==> config.mk <==
export PLATFORM = sky130hd
export DESIGN_NAME = dca_matrix_rreq_sched
export DESIGN_NICKNAME = d
export VERILOG_FILES = /design/src/rtl/dca_matrix_rreq_sched_pkg.sv /design/src/rtl/dca_matrix_rreq_burst_calc.sv /design/src/rtl/dca_matrix_rreq_sched.sv
export SDC_FILE = /design/constraint.sdc
export NUM_CORES = 1
export LEC_CHECK = 0
export ABC_AREA = 1
export CAP_MARGIN = 10
export CORE_MARGIN = 2
export CORE_UTILIZATION = 43
export CTS_BUF_LIST = sky130_fd_sc_hd__clkbuf_4 sky130_fd_sc_hd__clkbuf_8
export DETAILED_ROUTE_END_ITERATION = 8
export HOLD_SLACK_MARGIN = 0.08
export PLACE_DENSITY = 0.69
export SYNTH_ARGS = -nofsm -noshare
export SYNTH_HDL_FRONTEND = slang
export SYNTH_HIERARCHICAL = 1
export SYNTH_SLANG_ARGS = --single-unit
==> constraint.sdc <==
create_clock -name clk -period 5.56 [get_ports clk]
set_clock_uncertainty 0.05 [all_clocks]
set_input_delay 1.668 -clock clk [delete_from_list [all_inputs] [get_ports clk]]
set_output_delay 1.668 -clock clk [all_outputs]
set_load 0.01 [all_outputs]
==> src/rtl/dca_matrix_rreq_sched_pkg.sv <==
// Purpose : shared definitions for the matrix-load read-request scheduler and
//           the downstream row-alignment stage (state encodings, txn_info layout).
// Ports   : none (package).
package dca_matrix_rreq_sched_pkg;

    // Scheduler control states, 2-bit encoding.
    typedef enum logic [1:0] {
        ST_IDLE  = 2'd0,
        ST_ISSUE = 2'd1,
        ST_DRAIN = 2'd2
    } state_e;

    // txn_info = {is_last_row, is_first_row, alen[7:0], bitaddr_offset}
    localparam int TXN_FLAG_W = 2;
    localparam int TXN_ALEN_W = 8;

    // Bit offset into a beat: byte offset (log2 bytes/beat bits) times 8.
    function automatic int txn_off_w(input int bytes_per_beat);
        return $clog2(bytes_per_beat) + 3;
    endfunction

    function automatic int txn_info_w(input int bytes_per_beat);
        return TXN_FLAG_W + TXN_ALEN_W + txn_off_w(bytes_per_beat);
    endfunction

    function automatic int txn_alen_lsb(input int bytes_per_beat);
        return txn_off_w(bytes_per_beat);
    endfunction

    function automatic int txn_first_pos(input int bytes_per_beat);
        return txn_off_w(bytes_per_beat) + TXN_ALEN_W;
    endfunction

    function automatic int txn_last_pos(input int bytes_per_beat);
        return txn_off_w(bytes_per_beat) + TXN_ALEN_W + 1;
    endfunction

endpackage

==> src/rtl/dca_matrix_rreq_burst_calc.sv <==
// Purpose : per-row AXI burst geometry (beat-aligned address, length, bit offset, legality).
// Latency : purely combinational, 0 cycles.
// Backpr. : none; ports are row_addr/num_col_m1 in, araddr/arlen/bitaddr_offset/illegal out.
module dca_matrix_rreq_burst_calc
    import dca_matrix_rreq_sched_pkg::*;
#(
    parameter int BW_ADDR         = 32,
    parameter int BW_AXI_DATA     = 128,
    parameter int ELEM_BYTES      = 4,
    parameter int BW_NUM_M1       = 8,
    parameter int MAX_BURST_BEATS = 16,
    localparam int BYTES_PER_BEAT = BW_AXI_DATA / 8,
    localparam int LSB_W          = $clog2(BYTES_PER_BEAT),
    localparam int OFF_W          = txn_off_w(BYTES_PER_BEAT)
) (
    input  logic [BW_ADDR-1:0]   row_addr,
    input  logic [BW_NUM_M1-1:0] num_col_m1,
    output logic [BW_ADDR-1:0]   araddr,
    output logic [7:0]           arlen,
    output logic [OFF_W-1:0]     bitaddr_offset,
    output logic                 illegal
);

    // Wide enough that off + row_bytes + rounding can never wrap before the limit compare.
    localparam int CALC_W = 32;

    logic [CALC_W-1:0] w_off;
    logic [CALC_W-1:0] w_row_bytes;
    logic [CALC_W-1:0] w_beats;

    assign w_off       = CALC_W'(row_addr[LSB_W-1:0]);
    assign w_row_bytes = (CALC_W'(num_col_m1) + CALC_W'(1)) * CALC_W'(ELEM_BYTES);
    // ceil((off + row_bytes) / BYTES_PER_BEAT); BYTES_PER_BEAT is a power of two.
    assign w_beats     = (w_off + w_row_bytes + CALC_W'(BYTES_PER_BEAT - 1)) >> LSB_W;

    assign araddr         = {row_addr[BW_ADDR-1:LSB_W], {LSB_W{1'b0}}};
    assign arlen          = w_beats[7:0] - 8'd1;
    assign bitaddr_offset = {row_addr[LSB_W-1:0], 3'b000};
    assign illegal        = (w_beats > CALC_W'(MAX_BURST_BEATS));

endmodule

==> src/rtl/dca_matrix_rreq_sched.sv <==
// Purpose : matrix-load read-request scheduler; one AXI AR burst + one txn_info push per row.
// Latency : first AR one cycle after instruction accept, then one row per cycle while credits allow.
// Backpr. : AR held off when credits exhausted or txn FIFO full; instructions wait while busy.
// Ports   : clk/rstnn; inst_* instruction handshake; ar* AXI read address; txn_* alignment FIFO push;
//           rlast_done credit return; busy/done/error status.
// Option  : DCA_MATRIX_RREQ_SCHED_STATS_EN adds stat_burst_cnt / stat_stall_cnt outputs.
module dca_matrix_rreq_sched
    import dca_matrix_rreq_sched_pkg::*;
#(
    parameter int BW_ADDR         = 32,
    parameter int BW_AXI_DATA     = 128,
    parameter int ELEM_BYTES      = 4,
    parameter int BW_NUM_M1       = 8,
    parameter int BW_STRIDE_LS3   = 16,
    parameter int MAX_OUTSTANDING = 4,
    parameter int MAX_BURST_BEATS = 16,
    localparam int BYTES_PER_BEAT = BW_AXI_DATA / 8,
    localparam int BW_TXN_INFO    = txn_info_w(BYTES_PER_BEAT)
) (
    input  logic                     clk,
    input  logic                     rstnn,
    input  logic                     inst_valid,
    output logic                     inst_ready,
    input  logic [BW_ADDR-1:0]       inst_addr,
    input  logic [BW_STRIDE_LS3-1:0] inst_stride_ls3,
    input  logic [BW_NUM_M1-1:0]     inst_num_row_m1,
    input  logic [BW_NUM_M1-1:0]     inst_num_col_m1,
    output logic [BW_ADDR-1:0]       araddr,
    output logic [7:0]               arlen,
    output logic                     arvalid,
    input  logic                     arready,
    output logic                     txn_valid,
    input  logic                     txn_ready,
    output logic [BW_TXN_INFO-1:0]   txn_info,
    input  logic                     rlast_done,
`ifdef DCA_MATRIX_RREQ_SCHED_STATS_EN
    output logic [31:0]              stat_burst_cnt,
    output logic [31:0]              stat_stall_cnt,
`endif
    output logic                     busy,
    output logic                     done,
    output logic                     error
);

    localparam int OFF_W = txn_off_w(BYTES_PER_BEAT);
    localparam int CNT_W = $clog2(MAX_OUTSTANDING + 1);

    state_e                   r_state;
    logic [CNT_W-1:0]         r_cnt;
    logic [BW_ADDR-1:0]       r_row_addr;
    logic [BW_STRIDE_LS3-1:0] r_stride_ls3;
    logic [BW_NUM_M1-1:0]     r_num_row_m1;
    logic [BW_NUM_M1-1:0]     r_num_col_m1;
    logic [BW_NUM_M1-1:0]     r_row_cnt;
    logic                     r_done;
    logic                     r_error;

    logic [BW_ADDR-1:0]       w_araddr;
    logic [7:0]               w_arlen;
    logic [OFF_W-1:0]         w_off;
    logic                     w_illegal;
    logic                     w_hs;
    logic                     w_dec;
    logic                     w_first;
    logic                     w_last;

    dca_matrix_rreq_burst_calc #(
        .BW_ADDR         (BW_ADDR),
        .BW_AXI_DATA     (BW_AXI_DATA),
        .ELEM_BYTES      (ELEM_BYTES),
        .BW_NUM_M1       (BW_NUM_M1),
        .MAX_BURST_BEATS (MAX_BURST_BEATS)
    ) u_burst_calc (
        .row_addr       (r_row_addr),
        .num_col_m1     (r_num_col_m1),
        .araddr         (w_araddr),
        .arlen          (w_arlen),
        .bitaddr_offset (w_off),
        .illegal        (w_illegal)
    );

    // arvalid depends only on registered state and txn_ready, never on arready;
    // the payload comes from r_row_addr, which moves only on a handshake.
    assign arvalid   = (r_state == ST_ISSUE) && (r_cnt < CNT_W'(MAX_OUTSTANDING))
                       && txn_ready && !w_illegal;
    assign w_hs      = arvalid && arready;
    assign txn_valid = w_hs;
    // A credit return with nothing outstanding is dropped.
    assign w_dec     = rlast_done && (r_cnt != '0);

    assign w_first  = (r_row_cnt == '0);
    assign w_last   = (r_row_cnt == r_num_row_m1);
    assign araddr   = w_araddr;
    assign arlen    = w_arlen;
    assign txn_info = {w_last, w_first, w_arlen, w_off};

    assign inst_ready = (r_state == ST_IDLE);
    assign busy       = (r_state != ST_IDLE);
    assign done       = r_done;
    assign error      = r_error;

    always_ff @(posedge clk or negedge rstnn) begin
        if (!rstnn) begin
            r_state      <= ST_IDLE;
            r_cnt        <= '0;
            r_row_addr   <= '0;
            r_stride_ls3 <= '0;
            r_num_row_m1 <= '0;
            r_num_col_m1 <= '0;
            r_row_cnt    <= '0;
            r_done       <= 1'b0;
            r_error      <= 1'b0;
        end else begin
            r_done <= 1'b0;

            if (w_hs && !w_dec) begin
                r_cnt <= r_cnt + CNT_W'(1);
            end else if (w_dec && !w_hs) begin
                r_cnt <= r_cnt - CNT_W'(1);
            end

            case (r_state)
                ST_IDLE: begin
                    if (inst_valid) begin
                        r_row_addr   <= inst_addr;
                        r_stride_ls3 <= inst_stride_ls3;
                        r_num_row_m1 <= inst_num_row_m1;
                        r_num_col_m1 <= inst_num_col_m1;
                        r_row_cnt    <= '0;
                        r_error      <= 1'b0;
                        r_state      <= ST_ISSUE;
                    end
                end
                ST_ISSUE: begin
                    if (w_illegal) begin
                        // Abort the instruction; bursts already issued still drain.
                        r_error <= 1'b1;
                        r_state <= ST_DRAIN;
                    end else if (w_hs) begin
                        r_row_addr <= r_row_addr + (BW_ADDR'(r_stride_ls3) << 3);
                        r_row_cnt  <= r_row_cnt + BW_NUM_M1'(1);
                        if (w_last) begin
                            r_state <= ST_DRAIN;
                        end
                    end
                end
                ST_DRAIN: begin
                    if (r_cnt == '0) begin
                        r_done  <= 1'b1;
                        r_state <= ST_IDLE;
                    end
                end
                default: r_state <= ST_IDLE;
            endcase
        end
    end

`ifdef DCA_MATRIX_RREQ_SCHED_STATS_EN
    logic [31:0] r_stat_burst_cnt;
    logic [31:0] r_stat_stall_cnt;

    always_ff @(posedge clk or negedge rstnn) begin
        if (!rstnn) begin
            r_stat_burst_cnt <= '0;
            r_stat_stall_cnt <= '0;
        end else if (r_state == ST_IDLE && inst_valid) begin
            r_stat_burst_cnt <= '0;
            r_stat_stall_cnt <= '0;
        end else if (r_state == ST_ISSUE) begin
            if (w_hs) begin
                if (r_stat_burst_cnt != '1) r_stat_burst_cnt <= r_stat_burst_cnt + 32'd1;
            end else begin
                if (r_stat_stall_cnt != '1) r_stat_stall_cnt <= r_stat_stall_cnt + 32'd1;
            end
        end
    end

    assign stat_burst_cnt = r_stat_burst_cnt;
    assign stat_stall_cnt = r_stat_stall_cnt;
`endif

endmodule

==> metrics.md, run 1 <==
| Metric | Value |
|---|---|
| Row count | 43 |
| R2r setup slk | 1.43 ns |
| Post-route clock period utilization | 0.928 |
| EDFF count, synth | 0 |
| Initial DRC Count | 342 |
| Crit path max fanout | 5 |
| TritonCTS clock tree | yes |
| H-tree levels | 3 |
| Critical setup path kind | register to primary output |
| Die Y | 124 um |
| PortBufs | 125 |
| Most used DFF post-synth | dfrtp_1 |
| Max Freq | 194 MHz |
| Status | completed |
| Synth warn | 6 |
| Layout area overhead | 20.8% |
| Reg2Reg Depth | 27 |
| Post-Place Worst Slack | 0.445 ns |
| Root Buffer | clkbuf_8 |
| Placer Congestion | 0.902 |
| Peak VDD IR | 568 uV |
| Initial Util | 0.442 |
| Fill count | 1400 |
| Antenna violations before repair | 0 |
| Area of the multi-input gates | 3220 um^2 |
| DRT Pass-1 Iters | 7 |
| Pwr dens | 678 nW/um^2 |
| Worst EP required | 3.84 ns |
| Flops & latches, synth | 79 |
| Routed WL per cell | 12.5 um |
| Worst Tran Pin Value | 1.09 ns |
| Crit Reg-Reg Endpoint | r_cnt[2] |
| Via Count | 5698 |
| Critical Path AT | 3.44 ns |
| Crit. End Element | primary output |
| Final hold violation count | 0 |
| Die W | 124 um |
| Setup tns final | 0 ns |
| Final setup viols | 0 |
| Final WL | 15100 um |
| Post-DR vias/cell | 4.72 |
| Worst R2R Start | r_num_col_m1[0] |
| # IOs | 133 |
| TritonCTS Sinks | 79 |
| Max Slew Vio Count | 0 |
| Inst Count DP | 1189 |
| Hold Path Origin | r_stride_ls3[11] |
| Mapped Area | 6160 um^2 |
| Remaining DRCs | 0 |
| Hold path cells | 2 |
| Largest net degree at the start of global routing | 46 |
| Final hold slack | 0.442 ns |
| Final Util | 0.533 |
| RSZ-0062 raised after global routing | no |
| Startpoint types | register |
| Core ar. | 13900 um^2 |
| Leakage Power | 0.00400 uW |
| GR Overflow Total | 0 |
| Max-Cap Viols | 0 |
| Die area | 15300 um^2 |
| Clock transition at path regs | 0.08 ns |
| HPWL Detailed | 11200 um |
| Maximum clock path buffer count | 2 |
| Hold Path Class | register to register |
| First-pass GRT wire length | 24500 um |
| Cts bufs inserted | 9 |
| All-Layer GR Usage | 0.206 |
| Post-CTS Hold Fix Bufs | 0 |
| Fraction of registers with async set/reset | 1.00 |
| Clk Latency, worst-skew pair | 0.38 ns |
| PnR worst setup slack | 0.399 ns |
| Post-synth cell types | 39 |
| Fin crit period | 5.16 ns |
| Share of cells above drive strength 1 | 0.0526 |
| Vias in the first global route | 5109 |
| Hold endpoint | r_stride_ls3[11] |
| Ant. Diodes | 0 |
| Mapped Cells | 940 |
| Max_slew headroom | 0.274 |
| Antenna Violating Nets Remaining | 0 |
| Final net count | 1120 |
| Register area | 1980 um^2 |
| Post-synthesis sequential area ratio | 0.321 |
| Non-filler cells, final | 1206 |
| Synthesized area per cell | 6.55 um^2 |
[per-layer routing]
metal	wire, um	GRT usage	up-vias
met1	7400	0.285	2527
met3	936	0.0467	15
met4	229	0.0540	0
met5	0	0	-
met2	6570	0.325	158
li1	-	-	2998
[sequential cells by signal, summed over array words and instances, names as in the netlist]
signal and count:
r_stride_ls3 16, r_row_addr 32, r_state 2, r_num_col_m1 8, r_cnt 3, r_row_cnt 8
error 1, r_num_row_m1 8, done 1
[critical path, cell delays in order, from the launching register on]
cell             delay, ns
dfrtp_2               0.45
ha_1                  0.29
inv_1                 0.04
ha_1                  0.26
inv_1                 0.04
ha_1                  0.32
a21oi_1               0.15
nand2_1               0.08
xnor2_1               0.19
buf_4                 0.16
ha_1                  0.21
nand3_1               0.11
nor2_1                0.10
nand3_1               0.07
nand2_1               0.08
clkdlybuf4s50_1       0.53
[cell families after synthesis]
logic type               synth area share
other                            0.000609
multiplexers                      0.00183
AND/OR/NAND/NOR                     0.362
adder cells (fa/ha/maj)            0.0614
flip-flops                          0.321
XOR/XNOR                           0.0313
buffers and inverters               0.161
AO/OA/AOI/OAI                      0.0602
[area by class of cell]
cell class / count / share of cell area
Sequential cell: 79 / 0.266
Clock inverter: 6 / 0.00808
Inverter: 138 / 0.0697
Multi-Input combinational cell: 662 / 0.433
Tap cell: 180 / 0.0303
Timing Repair Buffer: 131 / 0.175
Clock buffer: 10 / 0.0185
[power breakdown]
| part | total (uW) | switching (uW) | internal (uW) |
|---|---|---|---|
| combinational | 3510 | 1950 | 1560 |
| clock | 445 | 228 | 217 |
| sequential | 1080 | 255 | 826 |
[Yosys cell counts (6+ instances only)]
library cell / instances / area [um^2]
nor2_1: 92 / 345
inv_2: 7 / 26.3
inv_1: 131 / 492
a21oi_1: 15 / 75.1
dfrtp_1: 79 / 1980
o21ai_0: 16 / 80.1
o21bai_1: 9 / 67.6
buf_4: 53 / 398
nand2_2: 8 / 50.1
ha_1: 27 / 338
nor3_1: 6 / 30.0
nand4_1: 9 / 56.3
nand2_1: 355 / 1330
buf_2: 8 / 40.0
xor2_1: 19 / 166
nand3_1: 59 / 295
o22ai_1: 13 / 81.3
[through the flow]
step	area, um^2	total power, uW
global placement	7220	4530
global route	7430	5580
detailed placement	7220	4580
floorplan	6180	3570
CTS	7410	5060
finish	7430	5040
[worst max-delay path by stage]
stage / from / end / slack [ns] / cells past startpoint
global placement: r_num_col_m1[0] / txn_valid / 0.50 / 19
floorplan: r_num_col_m1[0] / txn_valid / 0.95 / 15
CTS: r_num_col_m1[0] / txn_valid / 0.02 / 20
detailed placement: r_num_col_m1[0] / txn_valid / 0.45 / 19
global route: r_num_col_m1[0] / txn_info[13] / 0.09 / 15
finish: r_num_col_m1[0] / arlen[6] / 0.40 / 15
[placed cells by master, fill, tap and decap left out, types with 4 or more instances in the layout]
cell	Yosys	routed
o21bai_1	9	9
o22ai_1	13	13
ha_1	27	27
nand2_1	355	354
clkdlybuf4s50_1	0	122
nor2_2	4	4
nand3_1	59	58
a21oi_1	15	15
nor3_1	6	6
buf_4	53	7
inv_1	131	131
xor2_1	19	19
clkbuf_8	0	10
dfrtp_1	79	78
nor2_1	92	92
nand2_2	8	9
nand4_1	9	9
conb_1	1	7
o21ai_0	16	15
inv_2	7	7
[what timing repair did]
item / in CTS / in global routing
endpoints found under the setup margin: 0 / 2
gates resized for setup: 0 / 5
buffers inserted: 0 / 1
(Power assumes the default switching activity.)
==> run 2: changes to the inputs <==
- RECOVER_POWER: not set -> 25
==> run 2 against run 1 <==
  * The run now ends with max-capacitance violations, max-slew violations left
  * Critical endpoint unchanged
  * Non-clock buffer count did not move
  * Register-to-register slack barely moved
  * Clock power barely moved
  * Count of clock-buffer cells in the layout did not move
==> metrics.md, run 2 (synthesis results as in run 1) <==
| Metric | Value |
|---|---|
| Status | complete, but fails checks |
| Failing checks | max-capacitance violations, max-slew violations |
| Worst path cell trace | ha_1 > inv_1 > ha_1 > inv_1 > ha_1 > a21oi_1 > nand2_1 > xnor2_1 > buf_4 > ha_1 > nand3_1 > nor2_1 > nand3_1 > nand2_1 > clkdlybuf4s50_1 |
| Max-Cap Viols | 1 |
| Die Y | 124 um |
| Clk Latency, worst-skew pair | 0.38 ns |
| Share of cells above drive strength 1 | 0.0517 |
| TritonCTS clock tree | yes |
| Crit path max fanout | 5 |
| Hold Path Class | register to register |
| Final setup viols | 0 |
| Antenna violations before repair | 0 |
| Commonest non-fill, non-tap cell in the layout | nand2_1 |
| Final hold violation count | 0 |
| Inst Count DP | 1189 |
| Internal | 2600 uW |
| Max Slew Vio Count | 36 |
| Slowest stage delay, CP | 0.53 ns |
| Power share of the sequential group | 0.215 |
| All-Layer GR Usage | 0.206 |
| Biggest register | r_row_addr |
| Antenna Violating Nets Remaining | 0 |
| Die area | 15300 um^2 |
| Worst EP required | 3.84 ns |
| Met1 wire length | 7390 um |
| HPWL Detailed | 11200 um |
| Clock power share | 0.088 |
| Placer Congestion | 0.902 |
| Layout area overhead | 20.7% |
| Crit. End Element | primary output |
| Largest net degree at the start of global routing | 46 |
| Row count | 43 |
| Power Total | 5040 uW |
| Cts bufs inserted | 9 |
| Initial DRC Count | 347 |
| Met3 Routed Length | 938 um |
| Final Util | 0.533 |
| Remaining DRCs | 0 |
| Final net count | 1120 |
| Comb pwr share | 0.697 |
| Critical Path AT | 3.44 ns |
| H-tree levels | 3 |
| Crit-path slowest cell | clkdlybuf4s50_1 |
| Leakage Power | 0.00400 uW |
| Final WL | 15100 um |
| Startpoint types | register |
| First-pass GRT wire length | 24500 um |
| RSZ-0062 raised after global routing | no |
| DRT Pass-1 Iters | 5 |
| Clock transition at path regs | 0.08 ns |
| Maximum clock path buffer count | 2 |
| Via Count | 5687 |
| Max Freq | 194 MHz |
| Critical setup path kind | register to primary output |
| Top layer in use | met4 |
| Initial Util | 0.442 |
| Post-CTS Hold Fix Bufs | 0 |
| Crit-path most repeated cell | ha_1 |
| Die W | 124 um |
| Most frequent cells in the layout | 354 x nand2_1, 131 x inv_1, 122 x clkdlybuf4s50_1 |
| Net switching share of the total power | 0.484 |
| Pwr dens | 678 nW/um^2 |
| Max_slew headroom | -0.294 |
| TritonCTS Sinks | 79 |
| Post-route clock period utilization | 0.928 |
| Largest register FFs | 32 |
| Core ar. | 13900 um^2 |
| Peak VDD IR | 568 uV |
| Fin crit period | 5.16 ns |
| Worst Tran Pin Value | 1.94 ns |
| Post-DR vias/cell | 4.72 |
| Ant. Diodes | 0 |
| Setup tns final | 0 ns |
| Routed wire length on met2 | 6570 um |
| Non-filler cells, final | 1206 |
| Biggest regs | r_row_addr x32, r_stride_ls3 x16 |
| Root Buffer | clkbuf_8 |
| GR Overflow Total | 0 |
| Vias in the first global route | 5109 |
| Routed WL per cell | 12.5 um |
| PortBufs | 125 |
| Switching power | 2440 uW |
| # IOs | 133 |
-- run 2: changes by cell type in the layout (fill, tap and decap cells not counted) --
cell      delta
clkbuf_1     +1
clkbuf_2     +1
buf_4        -2
-- run 2: worst paths after layout --
path	startpoint	end	slack (ns)	depth (start not counted)
min	r_stride_ls3[11]	r_stride_ls3[11]	0.44	2
max	r_num_col_m1[0]	arlen[6]	0.40	15
min in group asynchronous	rstnn	r_row_addr[25]	1.77	1
max reg2reg	r_num_col_m1[0]	r_cnt[2]	1.43	27
max in group asynchronous	rstnn	r_num_col_m1[0]	1.62	2
min reg2reg	r_stride_ls3[11]	r_stride_ls3[11]	0.44	2
-- run 2: layout make-up --
cell class                      count  area [um^2]
Multi-Input combinational cell    662         3220
Inverter                          138          518
Fill cell                        1400         6510
Tap cell                          180          225
Sequential cell                    79         1980
Clock buffer                       10          138
Timing Repair Buffer              131         1290
Clock inverter                      6         60.1
-- run 2: per-layer routing --
layer  up-vias  track usage
li1       2999            -
met4         0       0.0540
met5         -            0
met3        15       0.0467
met2       149        0.325
met1      2524        0.285
-- run 2: timing repair --
action	CTS	global route
buffers inserted	0	1
endpoints found under the setup margin	0	2
gates resized for setup	0	5
-- run 2: per-stage QoR --
stage | instance area, um^2 | hold slack (ns) | setup slack (ns)
2_1_floorplan | 6180 | 0.403 | 0.946
3_3_place_gp | 7220 | 0.420 | 0.502
3_5_place_dp | 7220 | 0.425 | 0.445
4_1_cts | 7410 | 0.447 | 0.0196
5_1_grt | 7430 | 0.469 | 0.0931
6_report | 7430 | 0.442 | 0.399
-- run 2: power by group through the flow --
| stage | Combinational (uW) | Clock [uW] | Sequential (uW) |
|---|---|---|---|
| floorplan | 2560 | 0 | 1010 |
| global route | 3980 | 481 | 1120 |
| CTS | 3520 | 458 | 1080 |
| finish | 3510 | 445 | 1080 |
| detailed placement | 3490 | 0 | 1090 |
| global placement | 3450 | 0 | 1090 |
-- run 2: worst max-delay path: cells and delay by family, from the launching register on --
family / cells / cell delay (ns)
adder cells (fa/ha/maj): 4 / 1.08
buffers and inverters: 4 / 0.77
flip-flops: 1 / 0.45
AND/OR/NAND/NOR: 5 / 0.44
XOR/XNOR: 1 / 0.19
AO/OA/AOI/OAI: 1 / 0.15
==> run 3: changes to the inputs <==
- ABC_AREA: 1 -> not set
- PLACE_DENSITY: 0.69 -> 0.71
==> run 3 against run 2 <==
  * Wire length down 5.3%
  * Synthesized cell count down 32%
  * Global-route usage up 0.35 points
  * Fmax down 4.4%
  * The run still ends with max-capacitance violations, max-slew violations left
  * Largest cell class unchanged
  * Sequential power about the same
  * Combinational power down 2%
  * Largest power group unchanged
==> metrics.md, run 3 <==
| Metric | Value |
|---|---|
| Vias in the first global route | 4877 |
| Synth top area cells | dfrtp_1 36%, nand2_1 9.1%, buf_4 6.9%, ha_1 6.1%, xor2_1 3.1% |
| Switching power | 2280 uW |
| Leading cell types by count after synthesis | 135 x nand2_1, 79 x dfrtp_1, 51 x buf_4 |
| Fill count | 1177 |
| Most frequent cells in the layout | 134 x nand2_1, 120 x clkdlybuf4s50_1, 79 x dfrtp_1 |
| Post-synth top area cell | dfrtp_1 |
| Worst Tran Pin Value | 1.98 ns |
| Synth warn | 6 |
| Largest register FFs | 32 |
| Clock power share | 0.092 |
| Final hold violation count | 0 |
| Pwr dens | 728 nW/um^2 |
| Layout area overhead | 23.6% |
| Flops & latches, synth | 79 |
| Antenna violations before repair | 0 |
| Final WL | 14300 um |
| Max Freq | 185 MHz |
| Failing checks | max-capacitance violations, max-slew violations |
| DRT Pass-1 Iters | 5 |
| Die Y | 118 um |
| Yosys top cell area share | 0.355 |
| Initial DRC Count | 308 |
| Placer Congestion | 0.904 |
| Final setup viols | 0 |
| Mapped Cells | 635 |
| Post-synth cell types | 83 |
| Die W | 118 um |
| Critical Path AT | 3.68 ns |
| Most used DFF post-synth | dfrtp_1 |
| Root Buffer | clkbuf_8 |
| Biggest register | r_row_addr |
| Internal | 2730 uW |
| All-Layer GR Usage | 0.209 |
| TritonCTS clock tree | yes |
| RSZ-0062 raised after global routing | no |
| Max Slew Vio Count | 80 |
| Post-DR vias/cell | 5.45 |
| Fin crit period | 5.40 ns |
| Startpoint types | register |
| Status | complete, but fails checks |
| Net switching share of the total power | 0.454 |
| Synthesized area per cell | 8.77 um^2 |
| Antenna Violating Nets Remaining | 0 |
| Finished Cell Area | 6880 um^2 |
| Cts bufs inserted | 9 |
| Via Count | 4857 |
| Critical setup path kind | register to primary output |
| Most common cell in the netlist | nand2_1 |
| Die area | 13900 um^2 |
| Clock transition at path regs | 0.08 ns |
| Clk Latency, worst-skew pair | 0.38 ns |
| Final Util | 0.545 |
| Peak VDD IR | 335 uV |
| Setup tns final | 0 ns |
| Dpl cell area | 6610 um^2 |
| Mapped Area | 5570 um^2 |
| Ant. Diodes | 0 |
| EDFF count, synth | 0 |
| PortBufs | 125 |
| Max-Cap Viols | 1 |
| Post-synthesis sequential area ratio | 0.355 |
| Hold Path Class | register to register |
| Power share of the sequential group | 0.222 |
| Routed WL per cell | 16.1 um |
| Post-route clock period utilization | 0.971 |
| Core ar. | 12600 um^2 |
| Largest net degree at the start of global routing | 80 |
| First-pass GRT wire length | 23600 um |
| Post-Place Worst Slack | 0.141 ns |
| TritonCTS Sinks | 79 |
| Biggest regs | r_row_addr x32, r_stride_ls3 x16 |
| Crit. End Element | primary output |
| Power Total | 5010 uW |
| Maximum clock path buffer count | 2 |
| Max_slew headroom | -0.323 |
| PnR worst setup slack | 0.161 ns |
| Leakage Power | 0.00306 uW |
| Final net count | 814 |
| Row count | 41 |
| # IOs | 133 |
| Commonest non-fill, non-tap cell in the layout | nand2_1 |
| HPWL Detailed | 10300 um |
| H-tree levels | 3 |
| Fraction of registers with async set/reset | 1.00 |
| Worst EP required | 3.84 ns |
| GR Overflow Total | 0 |
| Share of cells above drive strength 1 | 0.111 |
| Comb pwr share | 0.687 |
| Initial Util | 0.441 |
| Remaining DRCs | 0 |
| Crit path max fanout | 5 |
run 3: metrics by stage:
stage / hold slack (ns) / instances
after CTS: 0.441 / 892
after global routing: 0.461 / 892
final: 0.438 / 892
after floorplan: 0.400 / 641
after detailed placement: 0.421 / 869
after global placement: 0.417 / 869
run 3: final timing paths:
check                      slack [ns]                to  cells after the start              from
max in group asynchronous        2.49   r_num_col_m1[5]                      1             rstnn
max reg2reg                      0.91    r_row_addr[23]                     21   r_num_col_m1[1]
max                              0.16          arlen[6]                     12   r_num_col_m1[1]
min in group asynchronous        1.79  r_stride_ls3[15]                      1             rstnn
min reg2reg                      0.44  r_stride_ls3[10]                      2  r_stride_ls3[10]
min                              0.44  r_stride_ls3[10]                      2  r_stride_ls3[10]
run 3: critical path, cell delays in order, from the launching register on:
cell             delay (ns)
dfrtp_1                0.40
ha_1                   0.28
inv_1                  0.04
ha_1                   0.26
inv_1                  0.04
ha_1                   0.32
nand4b_1               0.17
and3b_2                0.28
or2_2                  0.33
ha_2                   0.24
a221oi_1               0.26
a31o_1                 0.15
clkdlybuf4s50_1        0.54
run 3: power by group through the flow:
stage	Sequential (uW)	Combinational [uW]	Clock, uW
3_5_place_dp	1110	3290	0
4_1_cts	1110	3450	468
5_1_grt	1150	3760	487
6_report	1110	3440	459
2_1_floorplan	1040	2440	0
3_3_place_gp	1100	3200	0
run 3: cell type report:
type / count / area (um^2) / share of cell area
multi-input cells: 470 / 3070 / 0.446
flip-flops and latches: 79 / 1980 / 0.287
repair buffers: 140 / 1360 / 0.197
well taps: 172 / 215 / 0.0313
clock buffers: 9 / 124 / 0.0180
clock inverters: 7 / 80.1 / 0.0116
inverters: 15 / 56.3 / 0.00818
run 3: routing by layer:
| layer | track usage | up-vias | wire (um) |
|---|---|---|---|
| li1 | - | 2315 | - |
| met2 | 0.372 | 157 | 7210 |
| met3 | 0.0363 | 30 | 770 |
| met5 | 0 | - | 0 |
| met4 | 0.0813 | 0 | 294 |
| met1 | 0.250 | 2355 | 6050 |
run 3: cell families after synthesis:
| logic type | after synthesis | synth area share |
|---|---|---|
| AOI/OAI and AO/OA | 122 | 0.163 |
| xor gates and xnor gates | 40 | 0.0663 |
| adders and majority gates | 29 | 0.0679 |
| buffers and inverters | 92 | 0.102 |
| DFF | 79 | 0.355 |
| muxes | 5 | 0.00944 |
| other | 1 | 0.000674 |
| and+or+nand+nor | 267 | 0.236 |
run 3: what timing repair did:
| action | in CTS | in global routing |
|---|---|---|
| pin swaps | 7 | 2 |
| buffers inserted | 7 | 0 |
| endpoints found under the setup margin | 2 | 7 |
| resized for setup | 7 | 5 |
| hold buffers | 0 | 0 |
